## config.mk

```make
export PLATFORM = sky130hd
export DESIGN_NAME = cpu_sequencer_flat
export DESIGN_NICKNAME = d
export VERILOG_FILES = /design/src/rtl/cpu_sequencer_if.sv /design/src/rtl/cpu_sequencer.sv /design/src/flat_wrapper.sv
export SDC_FILE = /design/constraint.sdc
export NUM_CORES = 1
export LEC_CHECK = 0
export ABC_AREA = 0
export BUFFER_PORTS_ARGS = -buffer_cell sky130_fd_sc_hd__buf_4
export CELL_PAD_IN_SITES_DETAIL_PLACEMENT = 1
export CELL_PAD_IN_SITES_GLOBAL_PLACEMENT = 1
export CORE_AREA = 2 2 86 88
export DETAILED_ROUTE_END_ITERATION = 8
export DIE_AREA = 0 0 88 90
export GPL_ROUTABILITY_DRIVEN = 0
export PLACE_DENSITY_LB_ADDON = 0.25
export RECOVER_POWER = 50
export SYNTH_ARGS = -nofsm -noshare
export SYNTH_HDL_FRONTEND = slang
export SYNTH_SLANG_ARGS = --single-unit
```

## constraint.sdc

```tcl
create_clock -name CLK -period 3 [get_ports CLK]
set_input_delay 0.15 -clock CLK [delete_from_list [all_inputs] [get_ports CLK]]
set_output_delay 0.15 -clock CLK [all_outputs]
set_load 0.01 [all_outputs]
```

## src/rtl/cpu_sequencer_if.sv

```systemverilog
// Bundle between the CPU sequencer and its memories, decoder, ALU flags and debug taps.
// STEP exists only when SINGLE_STEP_EN is defined.
interface cpu_sequencer_if #(
    parameter int PC_W = 8
);
    logic            RUN;
    logic            IMEM_REQ;
    logic            IMEM_RDY;
    logic [15:0]     INST_IN;
    logic [PC_W-1:0] PC;
    logic [15:0]     IR;
    logic            LD;
    logic            MW;
    logic            MD;
    logic [2:0]      BS;
    logic [5:0]      OFF;
    logic            HALT;
    logic            ZERO;
    logic            NEG;
    logic            DMEM_RE;
    logic            DMEM_WE;
    logic            DMEM_RDY;
    logic            RF_WE;
    logic [2:0]      STATE;
    logic            HALTED;
    logic [15:0]     RETIRED;
`ifdef SINGLE_STEP_EN
    logic            STEP;
`endif

    modport master (
        input  RUN, IMEM_RDY, INST_IN, LD, MW, MD, BS, OFF, HALT, ZERO, NEG, DMEM_RDY,
`ifdef SINGLE_STEP_EN
        input  STEP,
`endif
        output IMEM_REQ, PC, IR, DMEM_RE, DMEM_WE, RF_WE, STATE, HALTED, RETIRED
    );

    modport slave (
        output RUN, IMEM_RDY, INST_IN, LD, MW, MD, BS, OFF, HALT, ZERO, NEG, DMEM_RDY,
`ifdef SINGLE_STEP_EN
        output STEP,
`endif
        input  IMEM_REQ, PC, IR, DMEM_RE, DMEM_WE, RF_WE, STATE, HALTED, RETIRED
    );
endinterface

```

## src/rtl/cpu_sequencer.sv

```systemverilog
// Multi-cycle fetch/decode/execute/memory/writeback controller for the 16-bit CPU.
// Optional macro SINGLE_STEP_EN: STEP=1 parks the FSM in IDLE after every retire.
module cpu_sequencer #(
    parameter int PC_W     = 8,
    parameter int RESET_PC = 0
) (
    input  logic CLK,
    input  logic RST_N,
    cpu_sequencer_if.master bus
);
    typedef enum logic [2:0] {
        S_IDLE   = 3'd0,
        S_FETCH  = 3'd1,
        S_DECODE = 3'd2,
        S_EXEC   = 3'd3,
        S_MEM    = 3'd4,
        S_WB     = 3'd5,
        S_HALT   = 3'd6
    } state_t;

    state_t          state_reg, state_next;
    logic [PC_W-1:0] pc_reg, pc_next;
    logic [15:0]     ir_reg, ir_next;
    logic [15:0]     retired_reg, retired_next;
    logic            ld_reg, ld_next;
    logic            mw_reg, mw_next;
    logic            md_reg, md_next;
    logic            retire;
    logic [7:0]      cond_tab;
    logic            taken;
    logic [PC_W-1:0] off_ext;
    state_t          retire_state;

    // Branch condition per BS code; codes 100-111 never branch.
    generate
        for (genvar gi = 0; gi < 8; gi++) begin : g_cond
            if (gi == 0) begin : g_eq
                assign cond_tab[gi] = bus.ZERO;
            end else if (gi == 1) begin : g_ne
                assign cond_tab[gi] = ~bus.ZERO;
            end else if (gi == 2) begin : g_gez
                assign cond_tab[gi] = ~bus.NEG;
            end else if (gi == 3) begin : g_ltz
                assign cond_tab[gi] = bus.NEG;
            end else begin : g_never
                assign cond_tab[gi] = 1'b0;
            end
        end
    endgenerate

    assign taken   = cond_tab[bus.BS];
    assign off_ext = PC_W'($signed(bus.OFF));

`ifdef SINGLE_STEP_EN
    assign retire_state = bus.STEP ? S_IDLE : S_FETCH;
`else
    assign retire_state = S_FETCH;
`endif

    always_ff @(posedge CLK) begin
        if (!RST_N) begin
            state_reg   <= S_IDLE;
            pc_reg      <= PC_W'(RESET_PC);
            ir_reg      <= 16'h0000;
            retired_reg <= 16'h0000;
            ld_reg      <= 1'b0;
            mw_reg      <= 1'b0;
            md_reg      <= 1'b0;
        end else begin
            state_reg   <= state_next;
            pc_reg      <= pc_next;
            ir_reg      <= ir_next;
            retired_reg <= retired_next;
            ld_reg      <= ld_next;
            mw_reg      <= mw_next;
            md_reg      <= md_next;
        end
    end

    // Decoder controls are captured in EXEC so MEM/WB strobes depend on state only.
    always_comb begin
        state_next   = state_reg;
        pc_next      = pc_reg;
        ir_next      = ir_reg;
        retired_next = retired_reg;
        ld_next      = ld_reg;
        mw_next      = mw_reg;
        md_next      = md_reg;
        retire       = 1'b0;
        case (state_reg)
            S_IDLE: begin
                if (bus.RUN) state_next = S_FETCH;
            end
            S_FETCH: begin
                if (bus.IMEM_RDY) begin
                    ir_next    = bus.INST_IN;
                    pc_next    = pc_reg + PC_W'(1);
                    state_next = S_DECODE;
                end
            end
            S_DECODE: begin
                state_next = bus.HALT ? S_HALT : S_EXEC;
            end
            S_EXEC: begin
                ld_next = bus.LD;
                mw_next = bus.MW;
                md_next = bus.MD;
                if (taken) pc_next = pc_reg + off_ext;
                if (bus.MW || bus.MD) state_next = S_MEM;
                else if (bus.LD)      state_next = S_WB;
                else                  retire     = 1'b1;
            end
            S_MEM: begin
                if (bus.DMEM_RDY) begin
                    if (ld_reg) state_next = S_WB;
                    else        retire     = 1'b1;
                end
            end
            S_WB: begin
                retire = 1'b1;
            end
            S_HALT: begin
                state_next = S_HALT;
            end
            default: begin
                state_next = S_IDLE;
            end
        endcase
        if (retire) begin
            state_next   = retire_state;
            retired_next = retired_reg + 16'd1;
        end
    end

    assign bus.IMEM_REQ = (state_reg == S_FETCH);
    assign bus.DMEM_RE  = (state_reg == S_MEM) && md_reg;
    assign bus.DMEM_WE  = (state_reg == S_MEM) && mw_reg;
    assign bus.RF_WE    = (state_reg == S_WB);
    assign bus.HALTED   = (state_reg == S_HALT);
    assign bus.STATE    = state_reg;
    assign bus.PC       = pc_reg;
    assign bus.IR       = ir_reg;
    assign bus.RETIRED  = retired_reg;
endmodule
```

## src/flat_wrapper.sv

```systemverilog
// flat-port wrapper written by rule: the top's interface ports become plain ports
module cpu_sequencer_flat 
#(
    parameter int PC_W     = 8,
    parameter int RESET_PC = 0
)
  (CLK, RST_N, bus_RUN, bus_IMEM_RDY, bus_INST_IN, bus_LD, bus_MW, bus_MD, bus_BS, bus_OFF, bus_HALT, bus_ZERO, bus_NEG, bus_DMEM_RDY, bus_IMEM_REQ, bus_PC, bus_IR, bus_DMEM_RE, bus_DMEM_WE, bus_RF_WE, bus_STATE, bus_HALTED, bus_RETIRED);
  cpu_sequencer_if #(.PC_W(PC_W)) bus_i ();
  input  logic CLK;
  input  logic RST_N;
  input wire logic [$bits(bus_i.RUN)-1:0] bus_RUN;
  input wire logic [$bits(bus_i.IMEM_RDY)-1:0] bus_IMEM_RDY;
  input wire logic [$bits(bus_i.INST_IN)-1:0] bus_INST_IN;
  input wire logic [$bits(bus_i.LD)-1:0] bus_LD;
  input wire logic [$bits(bus_i.MW)-1:0] bus_MW;
  input wire logic [$bits(bus_i.MD)-1:0] bus_MD;
  input wire logic [$bits(bus_i.BS)-1:0] bus_BS;
  input wire logic [$bits(bus_i.OFF)-1:0] bus_OFF;
  input wire logic [$bits(bus_i.HALT)-1:0] bus_HALT;
  input wire logic [$bits(bus_i.ZERO)-1:0] bus_ZERO;
  input wire logic [$bits(bus_i.NEG)-1:0] bus_NEG;
  input wire logic [$bits(bus_i.DMEM_RDY)-1:0] bus_DMEM_RDY;
  output wire logic [$bits(bus_i.IMEM_REQ)-1:0] bus_IMEM_REQ;
  output wire logic [$bits(bus_i.PC)-1:0] bus_PC;
  output wire logic [$bits(bus_i.IR)-1:0] bus_IR;
  output wire logic [$bits(bus_i.DMEM_RE)-1:0] bus_DMEM_RE;
  output wire logic [$bits(bus_i.DMEM_WE)-1:0] bus_DMEM_WE;
  output wire logic [$bits(bus_i.RF_WE)-1:0] bus_RF_WE;
  output wire logic [$bits(bus_i.STATE)-1:0] bus_STATE;
  output wire logic [$bits(bus_i.HALTED)-1:0] bus_HALTED;
  output wire logic [$bits(bus_i.RETIRED)-1:0] bus_RETIRED;
  assign bus_i.RUN = bus_RUN;
  assign bus_i.IMEM_RDY = bus_IMEM_RDY;
  assign bus_i.INST_IN = bus_INST_IN;
  assign bus_i.LD = bus_LD;
  assign bus_i.MW = bus_MW;
  assign bus_i.MD = bus_MD;
  assign bus_i.BS = bus_BS;
  assign bus_i.OFF = bus_OFF;
  assign bus_i.HALT = bus_HALT;
  assign bus_i.ZERO = bus_ZERO;
  assign bus_i.NEG = bus_NEG;
  assign bus_i.DMEM_RDY = bus_DMEM_RDY;
  assign bus_IMEM_REQ = bus_i.IMEM_REQ;
  assign bus_PC = bus_i.PC;
  assign bus_IR = bus_i.IR;
  assign bus_DMEM_RE = bus_i.DMEM_RE;
  assign bus_DMEM_WE = bus_i.DMEM_WE;
  assign bus_RF_WE = bus_i.RF_WE;
  assign bus_STATE = bus_i.STATE;
  assign bus_HALTED = bus_i.HALTED;
  assign bus_RETIRED = bus_i.RETIRED;
  cpu_sequencer #(.PC_W(PC_W), .RESET_PC(RESET_PC)) u_core (.CLK(CLK), .RST_N(RST_N), .bus(bus_i));
endmodule
```

### Yosys cells after proc, flatten, opt, wreduce, memory -nomap -nowiden

Cells that the tools add are included.

* bits of input ports: 36
* register bits after elaboration: 46
* word-level logic and storage cells: 63

* eq/ne operators: 18
* bitwise operators: 4
* multiplexer cells: 19
* reductions and logical operators: 10
* add/sub/neg operators: 3
* magnitude comparators: 1

Operators by type and width (number)
* $mux 3: 7
* $pmux 3 s7: 1
* $add 16x1->16 const B: 1
* $mux 8: 2
* $pmux 8 s2: 1
* $ne 3x2->1 const B: 4
* $reduce_and 6->1: 2
* $eq 3x3->1 const B: 3
* $add 8x1->8 const B: 1
* $add 8x8->8: 1
* $eq 3x2->1 const B: 2
* $mux 1: 6
* $ne 2x1->1 const B: 3
* $ne 2x2->1 const B: 3
* $lt 3x4->1 const B: 1
* $ne 4x2->1 const B: 1
* $not 1->1: 4
* $bmux 1 s3: 1
* $eq 3x1->1 const B: 1
* $logic_not 3->1: 1
* $ne 3x1->1 const B: 1
* $pmux 1 s3: 1
* $reduce_and 3->1: 1
* $logic_and 1x1->1: 2
* 4 further kinds: 4

### Longest topological paths before layout

* depth after elaboration: 5
* depth in mapped cells: 11

### Worst setup path before layout

OpenSTA, ideal clock, no wires.

* path type: register to register
* start: register u_core.state_reg[0], in the netlist u_core.bus.STATE[0]
* end: register u_core.pc_reg[7], in the netlist u_core.bus.PC[7]
* arrival time: 2.356 ns
* clock period less this slack: 2.491 ns
* slack: 0.509 ns
* stages on the path, launching flop included: 12
* library setup time: 0.134 ns
* cell sequence: dfxtp_1 -> and3b_1 -> clkbuf_1 -> nand2_1 -> inv_1 -> ha_1 -> clkbuf_1 -> a21oi_1 -> o21ai_0 -> o211ai_1 -> a22oi_1 -> or4_1

* cells in the longest elaborated chain, start to end: 3
* elaborated cells between the ends (all ways): 7

RTL lines
* start, declared: RTL line cpu_sequencer.sv:21 `state_t state_reg, state_next;`
* start signal, assigned: RTL line cpu_sequencer.sv:70 `state_reg <= state_next;`
* $eq 3x2->1 or $eq 3x1->1 (tied branches): RTL line cpu_sequencer.sv:90 `case (state_reg)`
* $ne 2x1->1 (no line) (tied with other cells)
* $reduce_and 3->1 (no line)
* end signal, assigned: RTL line cpu_sequencer.sv:63 `pc_reg <= PC_W'(RESET_PC);`
* end signal, assigned: RTL line cpu_sequencer.sv:71 `pc_reg <= pc_next;`
* end, declared: RTL line cpu_sequencer.sv:22 `logic [PC_W-1:0] pc_reg, pc_next;`

Parallel ways exist; a longest one is shown, timed or not.
A chain may end at the register's enable or synchronous reset.

### Worst setup path after layout

* start: register u_core.state_reg[2], in the netlist u_core.bus.STATE[2]
* end: register u_core.pc_reg[6], in the netlist u_core.bus.PC[6]

Same word-level chain as after synthesis.

==> results.sh <==
export IMPL_synthesis_instances=304
export IMPL_insertion_delay_ps=310
export IMPL_cts_num_sinks=46
export IMPL_first_pass_iters=4
export IMPL_met3_usage_pct=4.59
export IMPL_pre_cts_slack_ps=416
export IMPL_antennaDiodeCount=0
export IMPL_irDropWorstVdd_uv=180
export IMPL_tightest_slew_ps=547
export IMPL_cts_setup_buffers=0
export IMPL_final_setup_tns_ps=0
export IMPL_grt_pass1_vias=2369
export IMPL_fin_worst_skew_ps=10.5
export IMPL_wire_per_inst_um=14.0
export IMPL_final_setup_worst_slack_ps=414
export IMPL_area_growth_pct=26.5
export IMPL_antenna_found_initial=0
export IMPL_cts_resized_gates=0
export IMPL_synth_edf_count=0
export IMPL_synthFlopType="dfxtp_1"
export IMPL_die_area_sq_um=7920
export IMPL_crit_slowest_cell="a211oi_1"
export IMPL_placed_cells=475
export IMPL_initial_core_util_pct=34.3
export IMPL_crit_start="u_core.bus.STATE[2]"
export IMPL_ys_warn_count=0
export IMPL_ys_async_sr_fraction_pct=0
export IMPL_grt_max_degree=41
export IMPL_p_leak_nw=1.15
export IMPL_syn_area_sq_um=2400
export IMPL_end_kind="flop"
export IMPL_rsz0062_at_grt="false"
export IMPL_finalSetupViolCount=0
export IMPL_ys_top_cells_by_count="nand2_1, dfxtp_1, a21oi_1, nor2_1, clkbuf_1"
export IMPL_ant_nets=0
export IMPL_crit_reg2reg_launch="u_core.bus.STATE[2]"
export IMPL_postLayoutCellArea_sq_um=3040
export IMPL_crit_chain="and3b_1 > nand2b_1 > ha_1 > fa_1 > a211oi_1 > o211ai_1 > o41a_1 > a32o_1 > a21oi_1"
export IMPL_slew_headroom_pct=63.5
export IMPL_via_count=2428
export IMPL_hold_start="bus_INST_IN[4]"
export IMPL_cts_tree="built"
export IMPL_min_period_ps=2590
export IMPL_routed_wl_mm=6.75
export IMPL_ys_ff_latch=46
export IMPL_synth_top_area_share_pct=38.3
export IMPL_h_tree_depth=2
export IMPL_crit_arrival_ps=2830
export IMPL_ys_seq_area_share_pct=38.3
export IMPL_synth_area_top_cells="dfxtp_1, nand2_1, a21oi_1, ha_1, nor2_1"
export IMPL_finalCoreUtilization_pct=43.3
export IMPL_min_path_type="primary input to flop"
export IMPL_fin_cells=483
export IMPL_rows=31
export IMPL_die_y_um=90
export IMPL_vias_per_cell=5.03
export IMPL_gr_max_usage_layer="met2"
export IMPL_numCtsBuffers=5
export IMPL_drive_above_1_share_pct=15.1
export IMPL_placed_cell_area_sq_um=3120
export IMPL_drc=0
export IMPL_critical_path_class="flop to flop"
export IMPL_port_buffers=83
export IMPL_grtUsageMet2_pct=29.5
export IMPL_cp_max_fo=9
export IMPL_status="finished, final reports clean"
export IMPL_slowest_delay_ps=450
export IMPL_yosysMostFrequentCell="nand2_1"
export IMPL_fillers=903
export IMPL_syn_avg_cell_area_sq_um=7.91
export IMPL_dp_hpwl_mm=4.99
export IMPL_postCtsHoldBufs=0
export IMPL_synth_distinct_cells=49
export IMPL_die_w_um=88
export IMPL_io_pins=84
export IMPL_clock_root_buffer="clkbuf_8"
export IMPL_gr_usage_met1_pct=22.2
export IMPL_drt_iter0_markers=62
export IMPL_fin_nets=428
export IMPL_fmax_mhz=387
export IMPL_synth_fp_nets=349
export IMPL_cp_required_ps=3240
export IMPL_grt_util_all_layers_pct=17.6
export IMPL_synth_top_area_cell="dfxtp_1"
export IMPL_fp_coreArea_sq_um=7020
export IMPL_hold_viol=0
export IMPL_critPathTopFamily="compound AO/OA/AOI/OAI gates"
export IMPL_max_cap_viol_count=0
export IMPL_power_density_nw_per_um2=410
export IMPL_start_kind="flop"
export IMPL_clockBufferDepth=2
export IMPL_grt_overflow=0
export IMPL_post_route_period_util_pct=86.2
export IMPL_grt_pass1_wl_mm=11.2
export IMPL_clk_pin_slew_worst_paths_ps=90
export IMPL_cp_num_buf_inv=0
export IMPL_finalMaxSlewViolations=0
-- cell families after synthesis --
| logic type | synth area share (%) |
|---|---|
| AOI/OAI and AO/OA | 19.3 |
| xor gates and xnor gates | 4.73 |
| adders and majority gates | 4.99 |
| buffers and inverters | 4.37 |
| DFF | 38.3 |
| muxes | 1.25 |
| and+or+nand+nor | 27.1 |
-- power by group --
group	internal, mW	switching, mW	total, mW	leakage, nW
Clock	0.165	0.225	0.390	0.0452
Combinational	0.0886	0.121	0.210	0.734
Sequential	0.634	0.0139	0.648	0.372
-- routing by layer --
layer  wire [um]  up-vias
met5           0        -
met4          77        0
met3         348        6
met2        3270       54
met1        3060     1150
li1            -     1218
-- worst min-delay path, cell delays in order --
cell and delay, ps:
buf_4 110, nand2_1 40, a21oi_1 50
-- stage by stage --
step	hold slack [ps]	power, mW
global placement	396	0.888
detailed placement	407	0.896
floorplan	286	0.781
CTS	73.0	1.29
finish	78.1	1.25
global route	85.0	1.31
-- cell type report --
type	instances	area, sq um	area share, %
multi-input combinational	234	1380	45.3
sequential	46	921	30.3
timing repair buffer	90	510	16.8
tap	99	124	4.07
clock buffer	6	72.6	2.38
inverter	6	22.5	0.740
clock inverter	2	13.8	0.452
-- worst paths after layout --
path	depth (start not counted)	slack (ps)	endpoint
worst max-delay path	9	410	u_core.bus.PC[6]
worst min-delay path	3	80	u_core.bus.IR[4]
worst max register to register	9	410	u_core.bus.PC[6]
worst min register to register	2	460	u_core.bus.IR[6]
-- cell usage in the layout (no fill, tap or decap), types with 3 or more instances in the layout --
cell type   n
nand3_1    12
nand4_1     5
mux2i_1     3
o21a_1      3
ha_1        8
nor2_1     25
nand2_1    55
clkbuf_8    5
inv_1       6
nor3_1      5
xnor2_1    10
and2_1      7
a211oi_1    4
o21ai_0    10
a21oi_1    40
xor2_1      3
dfxtp_1    46
buf_4      46
nand2b_1    4
and3b_1     3
clkbuf_1   45
Note: power is estimated with default switching activity, not from simulation.
